$ cat src/rtl/galaga.sv
// galaga: per-pixel sprite compositor.
// For the current scan pixel, tests every active game object for a hit and
// registers one pixel-class code for the downstream colour stage.
//   i_Clk, i_Rst_n            pixel clock, async active-low reset
//   i_n_PixelPos_x/_y         current scan pixel
//   i_*State                  per-object alive/active bits
//   i_*Position               per-object {Y[19:10], X[9:0]} top-left corner
//   o_pixelState              registered class code (0 bg, 1 player, 2 enemy,
//                             3 player bullet, 4 enemy bullet)
module galaga #(
    parameter int unsigned N_ENEMY   = 8,
    parameter int unsigned N_EBULLET = 4,
    parameter int unsigned N_PBULLET = 4,
    parameter int unsigned SPRITE_W  = 16,
    parameter int unsigned SPRITE_H  = 16,
    parameter int unsigned BULLET_W  = 2,
    parameter int unsigned BULLET_H  = 6,
    parameter int unsigned H_ACTIVE  = 640,
    parameter int unsigned V_ACTIVE  = 480
) (
    input  logic                      i_Clk,
    input  logic                      i_Rst_n,
    input  logic [9:0]                i_n_PixelPos_x,
    input  logic [9:0]                i_n_PixelPos_y,
    input  logic [N_ENEMY-1:0]        i_enemyState,
    input  logic [20*N_ENEMY-1:0]     i_enemyPosition,
    input  logic [N_EBULLET-1:0]      i_enemyBulletState,
    input  logic [20*N_EBULLET-1:0]   i_enemyBulletPosition,
    input  logic                      i_playerState,
    input  logic [19:0]               i_playerPosition,
    input  logic [N_PBULLET-1:0]      i_playerBulletState,
    input  logic [20*N_PBULLET-1:0]   i_playerBulletPosition,
    output logic [2:0]                o_pixelState
);

    localparam int unsigned POS_W  = 20;
    localparam int unsigned CODE_W = 3;
    localparam int unsigned EXT_W  = 11;

    localparam logic [CODE_W-1:0] CODE_BG      = 3'd0;
    localparam logic [CODE_W-1:0] CODE_PLAYER  = 3'd1;
    localparam logic [CODE_W-1:0] CODE_ENEMY   = 3'd2;
    localparam logic [CODE_W-1:0] CODE_PBULLET = 3'd3;
    localparam logic [CODE_W-1:0] CODE_EBULLET = 3'd4;

    localparam logic [EXT_W-1:0] SPR_W_X = EXT_W'(SPRITE_W);
    localparam logic [EXT_W-1:0] SPR_H_X = EXT_W'(SPRITE_H);
    localparam logic [EXT_W-1:0] BUL_W_X = EXT_W'(BULLET_W);
    localparam logic [EXT_W-1:0] BUL_H_X = EXT_W'(BULLET_H);
    localparam logic [EXT_W-1:0] H_ACT_X = EXT_W'(H_ACTIVE);
    localparam logic [EXT_W-1:0] V_ACT_X = EXT_W'(V_ACTIVE);

    // Rectangle hit test; edges are summed at 11 bits so objects near 1023 never wrap.
    function automatic logic hit(
        input logic [9:0]       px,
        input logic [9:0]       py,
        input logic [POS_W-1:0] pos,
        input logic [EXT_W-1:0] w,
        input logic [EXT_W-1:0] h
    );
        logic [EXT_W-1:0] ox;
        logic [EXT_W-1:0] oy;
        logic [EXT_W-1:0] pxe;
        logic [EXT_W-1:0] pye;
        ox  = {1'b0, pos[9:0]};
        oy  = {1'b0, pos[19:10]};
        pxe = {1'b0, px};
        pye = {1'b0, py};
        return (pxe >= ox) && (pxe < ox + w) && (pye >= oy) && (pye < oy + h);
    endfunction

    logic              pb_hit_c;
    logic              eb_hit_c;
    logic              pl_hit_c;
    logic              en_hit_c;
    logic              active_c;
    logic [CODE_W-1:0] pixel_d;
    logic [CODE_W-1:0] pixel_q;

    // Per-class hit reduction over all active objects.
    always_comb begin
        pb_hit_c = 1'b0;
        eb_hit_c = 1'b0;
        en_hit_c = 1'b0;
        for (int k = 0; k < int'(N_PBULLET); k++) begin
            if (i_playerBulletState[k] &&
                hit(i_n_PixelPos_x, i_n_PixelPos_y,
                    i_playerBulletPosition[POS_W*k +: POS_W], BUL_W_X, BUL_H_X))
                pb_hit_c = 1'b1;
        end
        for (int k = 0; k < int'(N_EBULLET); k++) begin
            if (i_enemyBulletState[k] &&
                hit(i_n_PixelPos_x, i_n_PixelPos_y,
                    i_enemyBulletPosition[POS_W*k +: POS_W], BUL_W_X, BUL_H_X))
                eb_hit_c = 1'b1;
        end
        for (int k = 0; k < int'(N_ENEMY); k++) begin
            if (i_enemyState[k] &&
                hit(i_n_PixelPos_x, i_n_PixelPos_y,
                    i_enemyPosition[POS_W*k +: POS_W], SPR_W_X, SPR_H_X))
                en_hit_c = 1'b1;
        end
        pl_hit_c = i_playerState &&
                   hit(i_n_PixelPos_x, i_n_PixelPos_y, i_playerPosition, SPR_W_X, SPR_H_X);
    end

    // Active-area gate and fixed class priority.
    always_comb begin
        pixel_d  = CODE_BG;
        active_c = ({1'b0, i_n_PixelPos_x} < H_ACT_X) && ({1'b0, i_n_PixelPos_y} < V_ACT_X);
        if (active_c) begin
            if (pb_hit_c)      pixel_d = CODE_PBULLET;
            else if (eb_hit_c) pixel_d = CODE_EBULLET;
            else if (pl_hit_c) pixel_d = CODE_PLAYER;
            else if (en_hit_c) pixel_d = CODE_ENEMY;
        end
    end

    // Output register.
    always_ff @(posedge i_Clk or negedge i_Rst_n) begin
        if (!i_Rst_n) pixel_q <= CODE_BG;
        else          pixel_q <= pixel_d;
    end

    assign o_pixelState = pixel_q;

endmodule

$ cat config.mk
export PLATFORM = sky130hd
export DESIGN_NAME = galaga
export DESIGN_NICKNAME = d
export VERILOG_FILES = /design/src/rtl/galaga.sv
export SDC_FILE = /design/constraint.sdc
export NUM_CORES = 1
export LEC_CHECK = 0
export CAP_MARGIN = 20
export CORE_UTILIZATION = 58
export CTS_CLUSTER_SIZE = 25
export DETAILED_ROUTE_END_ITERATION = 10
export PLACE_DENSITY = 0.9
export SLEW_MARGIN = 10
export SYNTH_ARGS = -nofsm -noshare
export SYNTH_HDL_FRONTEND = slang
export SYNTH_SLANG_ARGS = --single-unit
export TNS_END_PERCENT = 10
$ cat constraint.sdc
create_clock -name i_Clk -period 1.1 [get_ports i_Clk]
set_input_delay 0.11 -clock i_Clk [delete_from_list [all_inputs] [get_ports i_Clk]]
set_output_delay 0.11 -clock i_Clk [all_outputs]
set_load 0.005 [all_outputs]
==> impl_metrics.ini, run 1 <==
[yosys]
seq_area_frac_synth_pct = 0.433
yosysTopAreaCell = ha_1
ys_types = 74
synthCells = 2247
ys_ff_latch = 3
yosys-top-cells-area = ha_1 (45%), xnor2_1 (8.9%), inv_1 (7.6%)
async_flop_share_pct = 100
synth_top_area_share_pct = 45.2
netlist_top_cells_count = ha_1 (626), inv_1 (350), xnor2_1 (176)
yosysMostFrequentCell = ha_1
syn_area_um2 = 17300
syn-mean-instance-area_um2 = 7.71
yosysWarnings = 0
synth_edf_count = 0
synthesis.nets = 3252
ys.flop_type = dfrtp_1

[global_routing]
first_global_vias = 30300
grt_pass1_wl_mm = 179
grt_start_max_net_pins = 15
grt.overflow.total = 138
gr-usage-all-layers_pct = 75.5

[placement]
dpl_cell_area_um2 = 25700
dp_cells = 3526
numPortBuffers = 381
dpl.hpwl_mm = 66.1
place.gp.congestion = 1.04

[die]
core.rowCount = 62
die_y_um = 175
num_io_pins = 382
fp.dieW_um = 175
initial_core_util_pct = 59.7

[clock_tree]
cts_hold_buf = 0
htree_levels = 1
cts_root_buf = clkbuf_16
cts_sinks = 3
cts_buffers = 3
cts_max_path_buffers = 2

[outcome]
outcome = aborted with a tool error
tool.error = [ERROR GRT-0116] Global routing finished with congestion. Check the congestion regions in the DRC Viewer.
lastStage = 5_1_grt
-- through the flow --
step	hold slack, ns	setup WS [ns]
after CTS	0.0795	-1.44
after floorplan	-0.186	-1.22
after detailed placement	0.312	-2.37
after global placement	0.301	-2.22
-- routing by layer --
layer  track usage (%)  overflow
met2              95.9        86
met1              73.4         0
met5              11.7         0
met4              82.5        52
met3              56.7         0
-- timing repair --
| action | in CTS |
|---|---|
| hold endpoints to repair | 0 |
| setup endpoints to repair | 6 |
| cloned | 2 |
| setup buffers | 36 |
| pin swaps | 240 |
| resized for setup | 574 |
-- cells by family after synthesis --
family | Yosys count | share of synthesized area, %
adders and majority gates | 626 | 45.2
AOI/OAI and AO/OA | 592 | 22.4
and+or+nand+nor | 488 | 15.0
buffers and inverters | 354 | 7.67
xor gates and xnor gates | 184 | 9.30
DFF | 3 | 0.433
==> run 2, diff against run 1 <==
--- a/config.mk
+++ b/config.mk
@@ -6,10 +6,9 @@
 export NUM_CORES = 1
 export LEC_CHECK = 0
 export CAP_MARGIN = 20
-export CORE_UTILIZATION = 58
-export CTS_CLUSTER_SIZE = 25
+export CORE_UTILIZATION = 40
 export DETAILED_ROUTE_END_ITERATION = 10
-export PLACE_DENSITY = 0.9
+export PLACE_DENSITY_LB_ADDON = 0.15
 export SLEW_MARGIN = 10
 export SYNTH_ARGS = -nofsm -noshare
 export SYNTH_HDL_FRONTEND = slang
==> run 2 against run 1 <==
  * The flow now finishes, with violations (setup timing)
  * Synthesized area did not move
  * Synthesized cell count did not move
==> impl_metrics.ini, run 2 <==
[outcome]
outcome = finished, violations left
violations = setup timing

[yosys]
ys_types = 74
ys.flop_type = dfrtp_1
synthCells = 2247
syn_area_um2 = 17300
yosys-top-cells-area = ha_1 (45%), xnor2_1 (8.9%), inv_1 (7.6%)
seq_area_frac_synth_pct = 0.433
ys_ff_latch = 3
syn-mean-instance-area_um2 = 7.71
synth_edf_count = 0
synthesis.nets = 3252
async_flop_share_pct = 100
yosysMostFrequentCell = ha_1
synth_top_area_share_pct = 45.2
yosysTopAreaCell = ha_1
netlist_top_cells_count = ha_1 (626), inv_1 (350), xnor2_1 (176)
yosysWarnings = 0

[cells_and_area]
nNetsFinal = 4247
fillerInstances = 3677
drive_above_1_share_pct = 28.9
final_common_cell = ha_1
area_growth_pct = 61.0
largest_reg_flops = 3
final_cell_mix = ha_1 (593), buf_4 (578), inv_1 (305)
final_cells = 3826

[clock_tree]
cts_root_buf = clkbuf_16
htree_levels = 1
cts_buffers = 3
cts.reportedPaths.clkPinSlew_ns = 0.03
cts_sinks = 3
cts_max_path_buffers = 2
cts_tree = done
cts_hold_buf = 0

[critical_path]
endpoint_kind = flop
cp.arrival_ns = 2.73
crit_fanout = 2
worstPathRequired_ns = 1.26
path_class = primary input to flop
start_kind = primary input

[die]
num_io_pins = 382
core-area_um2 = 42300
fp.dieW_um = 210
initial_core_util_pct = 40.9
core.rowCount = 75
die_y_um = 210
die-area_um2 = 44100

[drt]
drt_wl_total_mm = 70.4
drt-wirelength-per-cell_um = 18.4
first_pass_iters = 5
avgViaCountPerCell = 5.37
drcViolationCount = 0
drtIter0Drc = 887
ant_nets = 0
dr_total_vias = 20600

[timing]
fin_crit_sh_pct = 233
drv_slew = 0
setup_tns_ns = -4.30
max_slew_margin_pct = 64.9
setup_viol = 3
min_period_ns = 2.57
tightest_slew_ns = 0.514
finalWorstSetupSlack_ns = -1.47
rsz0062_at_grt = true
fmax_mhz = 389
finalHoldViolCount = 0

[placement]
dpl.hpwl_mm = 60.2
dp_cells = 3781
place.gp.congestion = 0.935
numPortBuffers = 381

[run]
drv_cap = 0

[pwr]
p_leak_nw = 14.3
ir_drop_mv = 0.327
power_density_nw_per_um2 = 432

[global_routing]
grt_pass1_wl_mm = 110
first_global_vias = 21500
grt_start_max_net_pins = 19
gr-usage-all-layers_pct = 31.1
grt.overflow.total = 0
grt_antenna_before_repair = 13

[min_path]
hold_class = primary input to asynchronous set/reset pin
[run 2: cell counts after synthesis]
No cell type changed its count.
[run 2: logic make-up after synthesis]
group | Yosys count | share of synthesized area, %
compound gates | 592 | 22.4
xor+xnor | 184 | 9.30
fa+ha+maj | 626 | 45.2
buf+inv | 354 | 7.67
flops | 3 | 0.433
simple gates | 488 | 15.0
[run 2: cell type report]
| class | instances | area, um^2 | area share (%) |
|---|---|---|---|
| well taps | 577 | 722 | 2.59 |
| repair buffers | 990 | 8430 | 30.2 |
| clock buffers | 4 | 78.8 | 0.283 |
| multi-input cells | 1890 | 17200 | 61.8 |
| flip-flops and latches | 3 | 75.1 | 0.269 |
| inverters | 354 | 1330 | 4.78 |
| diodes | 8 | 20.0 | 0.0718 |
[run 2: report_power, final]
part / switching [mW] / internal [mW]
Combinational: 5.46 / 5.89
Clock: 0.101 / 0.478
Sequential: 0.00211 / 0.118
Total: 5.56 / 6.48
[run 2: worst paths after layout]
kind                                      start               to  slack, ns
worst max-delay path       i_enemyPosition[108]  o_pixelState[1]      -1.47
worst min-delay path                    i_Rst_n  o_pixelState[1]       0.07
max in group asynchronous               i_Rst_n  o_pixelState[0]       0.89
min in group i_Clk            i_n_PixelPos_y[9]  o_pixelState[2]       0.65
[run 2: stage by stage]
step / area (um^2) / worst slack [ns] / util, % / hold slack [ns] / power [mW]
final: 27900 / -1.47 / 65.9 / 0.0698 / 12.0
after floorplan: 17400 / -1.22 / - / -0.186 / 5.02
after CTS: 27500 / -1.44 / 64.9 / 0.0707 / 11.7
after detailed placement: 26400 / -2.47 / 62.3 / 0.303 / 10.6
after global routing: 27900 / -1.60 / 65.9 / 0.0790 / 13.3
after global placement: 26400 / -2.38 / 62.3 / 0.304 / 10.2
[run 2: critical path: stages]
cell and delay (ns):
clkdlybuf4s50_1 0.51, inv_1 0.09, nor3_2 0.21, nand3_1 0.12, xnor2_1 0.14, ha_1 0.29, a21o_1 0.20, a211oi_2 0.22
o211ai_1 0.13, a31oi_2 0.22, a2111oi_4 0.12, a211oi_2 0.22, o21a_1 0.14
[run 2: metal layers]
| metal | track usage (%) | vias to the layer above | routed length, um |
|---|---|---|---|
| met4 | 9.72 | 14 | 2300 |
| met1 | 37.9 | 9617 | 30400 |
| met5 | 0 | - | 103 |
| met2 | 56.5 | 535 | 34100 |
| met3 | 3.56 | 118 | 3430 |
| li1 | - | 10300 | - |
[run 2: timing repair]
item / CTS / global route
cloned: 1 / 0
buffers inserted: 32 / 5
endpoints found under the hold margin: 0 / 0
endpoints found under the setup margin: 6 / 3
resized for setup: 520 / 116
pin swaps: 228 / 104
No activity file was read; power rests on OpenSTA's default activity.
==> run 3, diff against run 2 <==
--- a/config.mk
+++ b/config.mk
@@ -6,10 +6,12 @@
 export NUM_CORES = 1
 export LEC_CHECK = 0
 export CAP_MARGIN = 20
-export CORE_UTILIZATION = 40
+export CELL_PAD_IN_SITES_DETAIL_PLACEMENT = 2
+export CELL_PAD_IN_SITES_GLOBAL_PLACEMENT = 2
+export CORE_UTILIZATION = 33
 export DETAILED_ROUTE_END_ITERATION = 10
 export PLACE_DENSITY_LB_ADDON = 0.15
-export SLEW_MARGIN = 10
+export SLEW_MARGIN = 5
 export SYNTH_ARGS = -nofsm -noshare
 export SYNTH_HDL_FRONTEND = slang
 export SYNTH_SLANG_ARGS = --single-unit
==> run 3 against run 2 <==
  * The flow now stops in 4_1_cts
  * Synthesized area stayed put
  * Synthesized cell count stayed put
==> impl_metrics.ini, run 3 <==
[clock_tree]
cts_hold_buf = 0
cts_root_buf = clkbuf_16
cts_sinks = 3
cts_resized = 192
cts_setup_buffers = 13
cts_buffers = 3
cts_max_path_buffers = 2
htree_levels = 1

[die]
fp.dieW_um = 231
initial_core_util_pct = 33.6
core.rowCount = 83
die_y_um = 231
num_io_pins = 382

[yosys]
synth_top_area_share_pct = 45.2
netlist_top_cells_count = ha_1 (626), inv_1 (350), xnor2_1 (176)
synthCells = 2247
ys_types = 74
syn-mean-instance-area_um2 = 7.71
yosys-top-cells-area = ha_1 (45%), xnor2_1 (8.9%), inv_1 (7.6%)
syn_area_um2 = 17300
ys.flop_type = dfrtp_1
synth_edf_count = 0
seq_area_frac_synth_pct = 0.433
yosysWarnings = 0
ys_ff_latch = 3
yosysTopAreaCell = ha_1
synthesis.nets = 3252
async_flop_share_pct = 100
yosysMostFrequentCell = ha_1

[outcome]
outcome = aborted with a tool error
tool.error = [ERROR DPL-0033] detailed placement checks failed during check placement.
lastStage = 4_1_cts

[placement]
dp_cells = 3885
dpl.hpwl_mm = 91.4
place.gp.congestion = 0.938
dpl_cell_area_um2 = 26500
numPortBuffers = 381
-- run 3: cell counts after synthesis --
No cell type changed its count.
-- run 3: cell families after synthesis --
group	Yosys count	synth area share, %
compound gates	592	22.4
xor+xnor	184	9.30
buf+inv	354	7.67
flops	3	0.433
fa+ha+maj	626	45.2
simple gates	488	15.0
-- run 3: per-stage QoR --
stage	setup WS [ns]	hold slack, ns	TNS [ns]
after global placement	-2.74	0.305	-6.89
after detailed placement	-2.89	0.321	-8.06
after floorplan	-1.22	-0.186	-3.57
